--- src/rtl/ps2_scancode_assembler.sv ---
// Folds raw PS/2 set-2 bytes (E0/F0/E1 prefixes) into one {ext, scancode} ROM
// address per key event, and drops controller noise and fake-shift sequences.
module ps2_scancode_assembler #(
  parameter int TIMEOUT_CYCLES = 65536,
  parameter int TW             = 17
) (
  input  logic       clk,
  input  logic       reset,
  input  logic [7:0] rx_data,
  input  logic       rx_strobe,
  output logic [8:0] code,
  output logic       code_valid,
  output logic       code_break,
  output logic       pause_valid
);

  typedef enum logic [2:0] {
    S_IDLE,
    S_EXT,
    S_BRK,
    S_EXT_BRK,
    S_PAUSE
  } state_t;

  localparam logic [TW-1:0] TMO_LAST = TW'(TIMEOUT_CYCLES - 1);

  state_t        state_q, state_d;
  logic [TW-1:0] tmo_q, tmo_d;
  logic [2:0]    pcnt_q, pcnt_d;
  logic [8:0]    code_q, code_d;
  logic          code_valid_q, code_valid_d;
  logic          code_break_q, code_break_d;
  logic          pause_valid_q, pause_valid_d;
  logic          ext, brk;

  assign ext = (state_q == S_EXT) || (state_q == S_EXT_BRK);
  assign brk = (state_q == S_BRK) || (state_q == S_EXT_BRK);

  always_comb begin
    // NOTE: every signal gets a default first so no path through the decode infers a latch.
    state_d       = state_q;
    pcnt_d        = pcnt_q;
    code_d        = code_q;
    code_break_d  = code_break_q;
    code_valid_d  = 1'b0;
    pause_valid_d = 1'b0;
    tmo_d         = (state_q == S_IDLE) ? '0 : tmo_q + 1'b1;

    if (rx_strobe) begin
      // A byte always beats a timeout expiring on the same cycle.
      tmo_d = '0;
      if (state_q == S_PAUSE) begin
        pcnt_d = pcnt_q - 3'd1;
        if (pcnt_q == 3'd1) begin
          state_d       = S_IDLE;
          pause_valid_d = 1'b1;
        end
      end else if (rx_data == 8'hE1) begin
        state_d = S_PAUSE;
        pcnt_d  = 3'd7;
      end else if (rx_data == 8'hE0 && (state_q == S_IDLE || state_q == S_EXT)) begin
        state_d = S_EXT;
      end else if (rx_data == 8'hF0) begin
        state_d = ext ? S_EXT_BRK : S_BRK;
      end else if (rx_data inside {8'hAA, 8'hFA, 8'hFE, 8'hEE}) begin
        state_d = state_q;
      end else if (rx_data inside {8'h00, 8'hFF}) begin
        state_d = S_IDLE;
      end else if (ext && (rx_data inside {8'h12, 8'h59})) begin
        state_d = S_IDLE;
      end else begin
        state_d      = S_IDLE;
        code_d       = {ext, rx_data};
        code_break_d = brk;
        code_valid_d = 1'b1;
      end
    end else if (state_q != S_IDLE && tmo_q == TMO_LAST) begin
      // Abandon a stale prefix (including an unfinished pause) silently.
      state_d = S_IDLE;
      pcnt_d  = 3'd0;
      tmo_d   = '0;
    end
  end

  always_ff @(posedge clk) begin
    // NOTE: sequential state uses non-blocking assignments so all registers see pre-edge values.
    if (reset) begin
      state_q       <= S_IDLE;
      tmo_q         <= '0;
      pcnt_q        <= 3'd0;
      code_q        <= 9'h000;
      code_valid_q  <= 1'b0;
      code_break_q  <= 1'b0;
      pause_valid_q <= 1'b0;
    end else begin
      state_q       <= state_d;
      tmo_q         <= tmo_d;
      pcnt_q        <= pcnt_d;
      code_q        <= code_d;
      code_valid_q  <= code_valid_d;
      code_break_q  <= code_break_d;
      pause_valid_q <= pause_valid_d;
    end
  end

  assign code        = code_q;
  assign code_valid  = code_valid_q;
  assign code_break  = code_break_q;
  assign pause_valid = pause_valid_q;

endmodule

--- config.mk ---
export PLATFORM = sky130hd
export DESIGN_NAME = ps2_scancode_assembler
export DESIGN_NICKNAME = d
export VERILOG_FILES = /design/src/rtl/ps2_scancode_assembler.sv
export SDC_FILE = /design/constraint.sdc
export NUM_CORES = 1
export LEC_CHECK = 0
export BUFFER_PORTS_ARGS = -buffer_cell sky130_fd_sc_hd__buf_2
export CORE_UTILIZATION = 52
export DETAILED_ROUTE_END_ITERATION = 10
export PLACE_DENSITY = 0.73
export SKIP_CTS_REPAIR_TIMING = 1
export SLEW_MARGIN = 0
export SYNTH_ARGS = -nofsm -noshare
export SYNTH_HDL_FRONTEND = slang
export SYNTH_SLANG_ARGS = --single-unit
--- constraint.sdc ---
create_clock -name clk -period 2 [get_ports clk]
set_input_delay 0.3 -clock clk [delete_from_list [all_inputs] [get_ports clk]]
set_output_delay 0.3 -clock clk [all_outputs]
set_load 0.05 [all_outputs]
==> summary.txt, run 1 <==
Power and ir drop
  • VDD IR max: 0.3867 mV
  • Comb power frac: 0.103
  • P_int: 952.6 uW
  • Areal power density over the cells: 666.9 mW/mm^2
  • P_sw: 329.9 uW
  • Clock power frac: 0.340
  • Lkg Pwr: 0.7381 nW
  • Switching fraction of total power: 0.2572
  • Flop pwr share: 0.557

Clock network
  • CTS H-tree depth: 2
  • TritonCTS buffer count: 5
  • CTS root buffer: sky130_fd_sc_hd__clkbuf_4
  • Clock tree from TritonCTS: yes
  • Clock transition at the registers of the reported paths: 0.11 ns
  • Clock insertion delay at the later pin of the skew report: 0.34 ns
  • Clock sink count: 35
  • Max Root-Sink Buffers: 2

Global routing
  • Vias in the first global route: 1442
  • Maximum number of pins on one net before global-route repair: 17
  • Total track usage: 0.2319
  • Sum of overflow across all layers after global routing: 0
  • Global-route wire length before repair: 6.147 mm
  • Number of antenna violations at the first check in global routing: 0

Die
  • Die boundary height: 59.52 microns
  • Core Region: 0.003103 sq mm
  • Core Rows: 20
  • Die Area: 0.003543 sq mm
  • Die width: 59.52 microns
  • Boundary Pins: 23
  • Starting density of the core: 0.5544

Critical path
  • Setup slack of the most critical reg-to-reg path: 0.24 ns
  • CP required: 2.26 ns
  • Depth of the worst register-to-register path: 7
  • Worst flop-to-flop path endpoint: tmo_q[15]
  • CP Launch Type: flip-flop
  • WS Path Type: flip-flop to flip-flop
  • Crit end category: flip-flop
  • Crit Path Max Fanout: 16
  • Critical register-to-register path startpoint: tmo_q[0]
  • Data arrival time at the worst-slack endpoint: 2.03 ns

Timing
  • Final Hold Fails: 0
  • Sum of negative setup slack: 0 ns
  • Post-route clock period utilization: 0.8816
  • Max-slew violation total from the final report: 0
  • Fmax achieved: 567.2 MHz
  • Number of endpoints failing setup at the final stage: 0
  • Clock Skew: 0.007965 ns
  • Post-route minimum period: 1.763 ns
  • Max-slew headroom at the worst pin: 0.6467
  • Slew at the pin with the worst max-slew slack: 0.5299 ns
  • Unrepaired setup endpoints after global routing: no

Drt
  • Wirelength per Cell: 13.29 microns
  • Count of nets left with antenna violations after detail routing: 0
  • Vias per inst: 5.853
  • Detailed router's first-iteration violation count: 95
  • Post-detailed-route DRC marker count: 0
  • Drt first pass iters: 4
  • Routed via count: 1592
  • Drt total wl: 3.615 mm

Placement
  • RePlAce Congestion: 0.8305
  • Post-Place Cells: 264
  • Half-perimeter wire length after detailed placement: 2.659 mm
  • Count of input and output buffers: 22

Hold path
  • Hold endpoint: code[5]
  • Worst hold path type: primary input to flip-flop
  • Worst Hold Depth: 3
  • Startpoint of the most critical hold path: rx_data[5]

Layout
  • Number of nets in the finished design: 242
  • Fraction of final layout cells with drive strength greater than 1: 0.1623
  • Area growth from synthesis to final layout: 11.78%
  • Final antenna diode count: 0
  • Count of placed standard cells in the final layout, fillers left out: 272

Synth
  • Synthesized area per cell: 8.475 sq um
  • Count of unique library cells instantiated by Yosys: 43
  • Most common library cells after synthesis: sky130_fd_sc_hd__dfxtp_1 (35), sky130_fd_sc_hd__nor2_1 (23), sky130_fd_sc_hd__a21oi_1 (17)
  • Post-synth top area cell: sky130_fd_sc_hd__dfxtp_1
  • Cell types occupying the most area after synthesis: sky130_fd_sc_hd__dfxtp_1 (41%), sky130_fd_sc_hd__nor2_1 (5.0%), sky130_fd_sc_hd__a21oi_1 (4.9%)
  • Synth Flop Type: sky130_fd_sc_hd__dfxtp_1
  • Yosys warning total: 0
  • Most frequent cell after synthesis: sky130_fd_sc_hd__dfxtp_1
  • Synthesized cell area: 0.001720 sq mm
  • Number of enable flip-flop cells after synthesis: 0
  • Net count after synthesis: 218
  • Share of async-settable or async-resettable flops after synthesis: 0
  • Mapped Cells: 203
  • Area fraction of the dominant cell type after synthesis: 0.4073
  • Synthesis-stage register bit count: 35
  • Seq/Total Area, Yosys: 0.4073

Run
  • Max-cap violation count: 0

Outcome
  • Status: finished clean
-- area by class of cell --
class / count / area (sq um)
timing repair buffer: 26 / 140.1
tap: 44 / 55.05
multi-input combinational: 155 / 943.4
clock buffer: 8 / 68.82
sequential: 35 / 700.7
fill: 292 / 1180
inverter: 4 / 15.01
-- routing by layer --
layer | up-vias | part of all wire | track usage | wire length (microns)
li1 | 796 | - | - | -
met1 | 743 | 0.43 | 0.2727 | 1559
met2 | 51 | 0.50 | 0.3933 | 1805
met3 | 2 | 0.063 | 0.07860 | 227
met4 | 0 | 0.0064 | 0.07973 | 23
met5 | - | 0 | 0 | 0
-- critical path: stages, from the launching register on --
cell                      delay (ns)
sky130_fd_sc_hd__dfxtp_1        0.34
sky130_fd_sc_hd__ha_1           0.26
sky130_fd_sc_hd__nand4_1        0.13
sky130_fd_sc_hd__nor2_1         0.06
sky130_fd_sc_hd__ha_1           0.21
sky130_fd_sc_hd__nor3_1         0.26
sky130_fd_sc_hd__nand2_2        0.25
sky130_fd_sc_hd__a21oi_1        0.18
-- power groups by stage --
stage | clock, mW | sequential, mW | combinational [mW]
after floorplan | 0 | 0.767 | 0.0555
after global placement | 0 | 0.730 | 0.127
after detailed placement | 0 | 0.731 | 0.130
after CTS | 0.456 | 0.715 | 0.130
after global routing | 0.486 | 0.717 | 0.142
final | 0.436 | 0.715 | 0.132
-- flip-flops by register name, indices dropped and copies added (netlist names) --
register,flops
state_q,3
pcnt_q,3
code,9
code_break,1
tmo_q,17
pause_valid,1
code_valid,1
-- cell usage in the layout (no fill, tap or decap), types with 2 or more instances in the layout --
| master | synthesis | layout |
|---|---|---|
| sky130_fd_sc_hd__xor2_1 | 9 | 9 |
| sky130_fd_sc_hd__a21o_1 | 3 | 3 |
| sky130_fd_sc_hd__and4_1 | 2 | 2 |
| sky130_fd_sc_hd__and3_1 | 4 | 4 |
| sky130_fd_sc_hd__o31ai_1 | 8 | 8 |
| sky130_fd_sc_hd__nor2_1 | 23 | 23 |
| sky130_fd_sc_hd__ha_1 | 4 | 4 |
| sky130_fd_sc_hd__nand4_1 | 13 | 13 |
| sky130_fd_sc_hd__clkbuf_8 | 1 | 2 |
| sky130_fd_sc_hd__o21ai_0 | 10 | 10 |
| sky130_fd_sc_hd__buf_4 | 1 | 4 |
| sky130_fd_sc_hd__buf_2 | 1 | 22 |
| sky130_fd_sc_hd__or3_1 | 4 | 4 |
| sky130_fd_sc_hd__inv_1 | 4 | 4 |
| sky130_fd_sc_hd__nand2_1 | 16 | 15 |
| sky130_fd_sc_hd__dfxtp_1 | 35 | 35 |
| sky130_fd_sc_hd__xnor2_1 | 3 | 3 |
| sky130_fd_sc_hd__nor3_1 | 5 | 5 |
| sky130_fd_sc_hd__clkbuf_4 | 0 | 5 |
| sky130_fd_sc_hd__nor4_1 | 3 | 3 |
| sky130_fd_sc_hd__and2_1 | 2 | 2 |
| sky130_fd_sc_hd__nand3_1 | 10 | 10 |
| sky130_fd_sc_hd__a21oi_1 | 17 | 17 |
-- logic make-up (layout without fill, tap and decap cells) --
| family | count (synthesis) | in the layout | synth area share |
|---|---|---|---|
| DFF | 35 | 35 | 0.4073 |
| xor gates and xnor gates | 12 | 12 | 0.06110 |
| muxes | 1 | 1 | 0.005818 |
| and+or+nand+nor | 91 | 91 | 0.2771 |
| adders and majority gates | 4 | 4 | 0.02909 |
| AOI/OAI and AO/OA | 47 | 47 | 0.1738 |
| buffers and inverters | 13 | 38 | 0.04581 |
-- worst max-delay path by stage --
stage / start / to / depth (start not counted)
2_1_floorplan: tmo_q[7] / tmo_q[10] / 8
3_3_place_gp: rx_data[0] / code[8] / 6
3_5_place_dp: rx_data[0] / code[8] / 6
4_1_cts: tmo_q[0] / tmo_q[15] / 7
5_1_grt: tmo_q[0] / tmo_q[15] / 7
6_report: tmo_q[0] / tmo_q[15] / 7
-- per-stage QoR --
step	cell area, sq um	utilization	setup slack (ns)	hold WS, ns	power, mW
floorplan	1720	-	0.2930	0.3778	0.8221
global placement	1852	0.5968	0.1714	0.4201	0.8575
detailed placement	1852	0.5968	0.07766	0.4543	0.8606
CTS	1921	0.6190	0.1155	0.2297	1.302
global route	1923	0.6198	0.04818	0.2312	1.345
finish	1923	0.6198	0.2368	0.2506	1.282
Power figures use the tool's default switching activity.
==> run 2: changes to the inputs <==
==> constraint.sdc (replaced) <==
create_clock -name clk -period 2 [get_ports clk]
set_input_delay 0.2 -clock clk [delete_from_list [all_inputs] [get_ports clk]]
set_output_delay 0.2 -clock clk [all_outputs]
set_load 0.05 [all_outputs]
==> run 2 against run 1 <==
Net effect:
- global-route usage is 0.56 points lower
- setup slack worse by 0.0096 ns
- sequential cell count stayed put
- power is 7.8% lower
- sequential power hardly changed
- maximum frequency is 0.54% lower
- clock-buffer cell count is 2 lower
- worst hold slack worse by 0.10 ns
- clock power is 23% lower
- critical path type unchanged
- critical endpoint is now tmo_q[13]
- largest power group unchanged
==> summary.txt, run 2 (synthesis gave the netlist of run 1 again) <==
Clock network
  • CTS H-tree depth: 2 (unchanged)
  • CTS root buffer: sky130_fd_sc_hd__clkbuf_4
  • Clock insertion delay at the later pin of the skew report: 0.33 ns (about the same)
  • Clock transition at the registers of the reported paths: 0.10 ns (about the same)
  • TritonCTS buffer count: 5 (unchanged)
  • Max Root-Sink Buffers: 2 (unchanged)
  • Clock sink count: 35 (unchanged)
  • Clock tree from TritonCTS: yes

Power and ir drop
  • Lkg Pwr: 0.7183 nW (-2.7%)
  • Switching fraction of total power: 0.2640 (+0.006771)
  • Clock power frac: 0.285 (-0.055)
  • P_int: 870.2 uW (-8.7%)
  • Comb power frac: 0.112 (+0.009)
  • VDD IR max: 0.3554 mV (-8.1%)
  • Flop pwr share: 0.604 (+0.047)
  • Areal power density over the cells: 626.2 mW/mm^2 (-6.1%)
  • P_sw: 312.1 uW (-5.4%)

Timing
  • Clock Skew: 0.01468 ns (+0.006718 ns)
  • Max-slew headroom at the worst pin: 0.6175 (-0.02924)
  • Post-route minimum period: 1.773 ns (+0.009599 ns)
  • Fmax achieved: 564.1 MHz (-0.54%)
  • Number of endpoints failing setup at the final stage: 0 (unchanged)
  • Worst Slack Setup Final: 0.2272 ns (-0.009599 ns)
  • Max-slew violation total from the final report: 0 (unchanged)
  • Final Hold Fails: 0 (unchanged)
  • Post-route clock period utilization: 0.8864 (+0.004800)
  • Sum of negative setup slack: 0 ns (unchanged)
  • Unrepaired setup endpoints after global routing: no
  • Slew at the pin with the worst max-slew slack: 0.5738 ns (+0.04387 ns)

Drt
  • Post-detailed-route DRC marker count: 0 (unchanged)
  • Detailed router's first-iteration violation count: 92 (-3.2%)
  • Count of nets left with antenna violations after detail routing: 0 (unchanged)
  • Drt first pass iters: 4 (unchanged)
  • Routed via count: 1589 (-0.19%)
  • Vias per inst: 5.907 (+0.92%)
  • Drt total wl: 3.617 mm (about the same)
  • Wirelength per Cell: 13.45 microns (+1.2%)

Die
  • Boundary Pins: 23 (unchanged)
  • Die boundary height: 59.52 microns (unchanged)
  • Die Area: 0.003543 sq mm (unchanged)
  • Starting density of the core: 0.5544 (unchanged)
  • Die width: 59.52 microns (unchanged)
  • Core Rows: 20 (unchanged)
  • Core Region: 0.003103 sq mm (unchanged)

Layout
  • Commonest cells after routing, fill and taps aside: sky130_fd_sc_hd__dfxtp_1 (35), sky130_fd_sc_hd__nor2_1 (23), sky130_fd_sc_hd__buf_2 (22)
  • Fill cell count: 316 (+8.2%)
  • Final antenna diode count: 0 (unchanged)
  • Number of nets in the finished design: 241 (-0.41%)
  • Storage cell area: 700.7 sq um (unchanged)
  • Area of the multi-input gates: 943.4 sq um (unchanged)
  • Area growth from synthesis to final layout: 9.745%
  • Fraction of final layout cells with drive strength greater than 1: 0.1511 (-0.01117)
  • Most common cell after layout, fill and taps aside: sky130_fd_sc_hd__dfxtp_1
  • Register ranked first by flip-flop count: tmo_q
  • Max FFs per register: 17 (unchanged)

Critical path
  • Critical register-to-register path startpoint: tmo_q[0]
  • Cell at the slowest stage of the critical path: sky130_fd_sc_hd__dfxtp_1
  • Crit end category: flip-flop
  • Data arrival time at the worst-slack endpoint: 2.03 ns (about the same)
  • Crit Path Max Fanout: 16 (unchanged)
  • CP required: 2.25 ns (about the same)
  • Setup slack of the most critical reg-to-reg path: 0.23 ns (about the same)
  • Worst flop-to-flop path endpoint: tmo_q[13]
  • WS Path Type: flip-flop to flip-flop
  • Critical path, cell by cell: ha_1 > nand4_1 > nor2_1 > ha_1 > nor3_1 > nand2_2 > a21oi_1
  • Depth of the worst register-to-register path: 7 (unchanged)
  • CP Launch Type: flip-flop
  • Most Frequent Cell on Critical Path: sky130_fd_sc_hd__ha_1
  • Largest stage delay on the critical path: 0.33 ns (about the same)

Placement
  • Half-perimeter wire length after detailed placement: 2.650 mm (-0.34%)
  • Worst setup slack before clock tree synthesis: 0.1135 ns (+0.03589 ns)
  • RePlAce Congestion: 0.8293 (-0.14%)
  • Count of input and output buffers: 22 (unchanged)

Hold path
  • Worst Hold Depth: 3 (unchanged)
  • Startpoint of the most critical hold path: rx_data[5]
  • Worst hold path type: primary input to flip-flop
  • Hold endpoint: code[5]

Global routing
  • Total track usage: 0.2263 (-0.005560)
  • Number of antenna violations at the first check in global routing: 0 (unchanged)
  • Global-route wire length before repair: 6.016 mm (-2.1%)
  • Vias in the first global route: 1389 (-3.7%)
  • Sum of overflow across all layers after global routing: 0 (unchanged)
  • Maximum number of pins on one net before global-route repair: 17 (unchanged)

Run
  • Max-cap violation count: 0 (unchanged)

Outcome
  • Status: finished clean
-- run 2: changes by cell type in the layout (fill, tap and decap cells not counted) --
cell	previous run	this run
sky130_fd_sc_hd__buf_4	4	3
sky130_fd_sc_hd__clkbuf_8	2	0
-- run 2: area by class of cell --
| type | count | share of cell area |
|---|---|---|
| repair buffers | 25 | 0.07025 |
| flip-flops and latches | 35 | 0.3711 |
| well taps | 44 | 0.02916 |
| inverters | 4 | 0.007952 |
| multi-input cells | 155 | 0.4997 |
| clock buffers | 6 | 0.02187 |
-- run 2: metal layers --
metal / track usage / share of wire / up-vias
met4: 0.09302 / 0.015 / 0
met1: 0.2776 / 0.45 / 752
met3: 0.06769 / 0.043 / 6
li1: - / - / 786
met5: 0 / 0 / -
met2: 0.3692 / 0.49 / 45
-- run 2: how the worst max path moves through the flow --
stage / from / endpoint / slack (ns) / cells after the start
6_report: tmo_q[0] / tmo_q[13] / 0.23 / 7
5_1_grt: tmo_q[0] / tmo_q[13] / 0.02 / 7
4_1_cts: tmo_q[0] / tmo_q[13] / 0.08 / 7
3_5_place_dp: tmo_q[0] / tmo_q[13] / 0.11 / 7
3_3_place_gp: rx_data[0] / code[8] / 0.22 / 6
2_1_floorplan: tmo_q[7] / tmo_q[10] / 0.29 / 8
-- run 2: through the flow --
step / area (sq um) / hold slack, ns / utilization / total power [mW] / std cells
floorplan: 1720 / 0.2778 / - / 0.8221 / 203
global placement: 1844 / 0.4204 / 0.5944 / 0.8581 / 263
detailed placement: 1844 / 0.4416 / 0.5944 / 0.8606 / 263
CTS: 1886 / 0.1372 / 0.6077 / 1.193 / 269
global route: 1888 / 0.1652 / 0.6085 / 1.234 / 269
finish: 1888 / 0.1483 / 0.6085 / 1.182 / 269
-- run 2: power groups by stage --
stage	Clock [mW]	Combinational, mW	Sequential (mW)
2_1_floorplan	0	0.0555	0.767
3_3_place_gp	0	0.128	0.730
3_5_place_dp	0	0.130	0.730
4_1_cts	0.349	0.131	0.714
5_1_grt	0.376	0.142	0.716
6_report	0.336	0.132	0.714
-- run 2: critical path: cells and delay by family, from the launching register on --
kind | cells | cell delay [ns]
AND/OR/NAND/NOR | 4 | 0.72
flip-flops | 1 | 0.33
adder cells (fa/ha/maj) | 2 | 0.47
AO/OA/AOI/OAI | 1 | 0.18
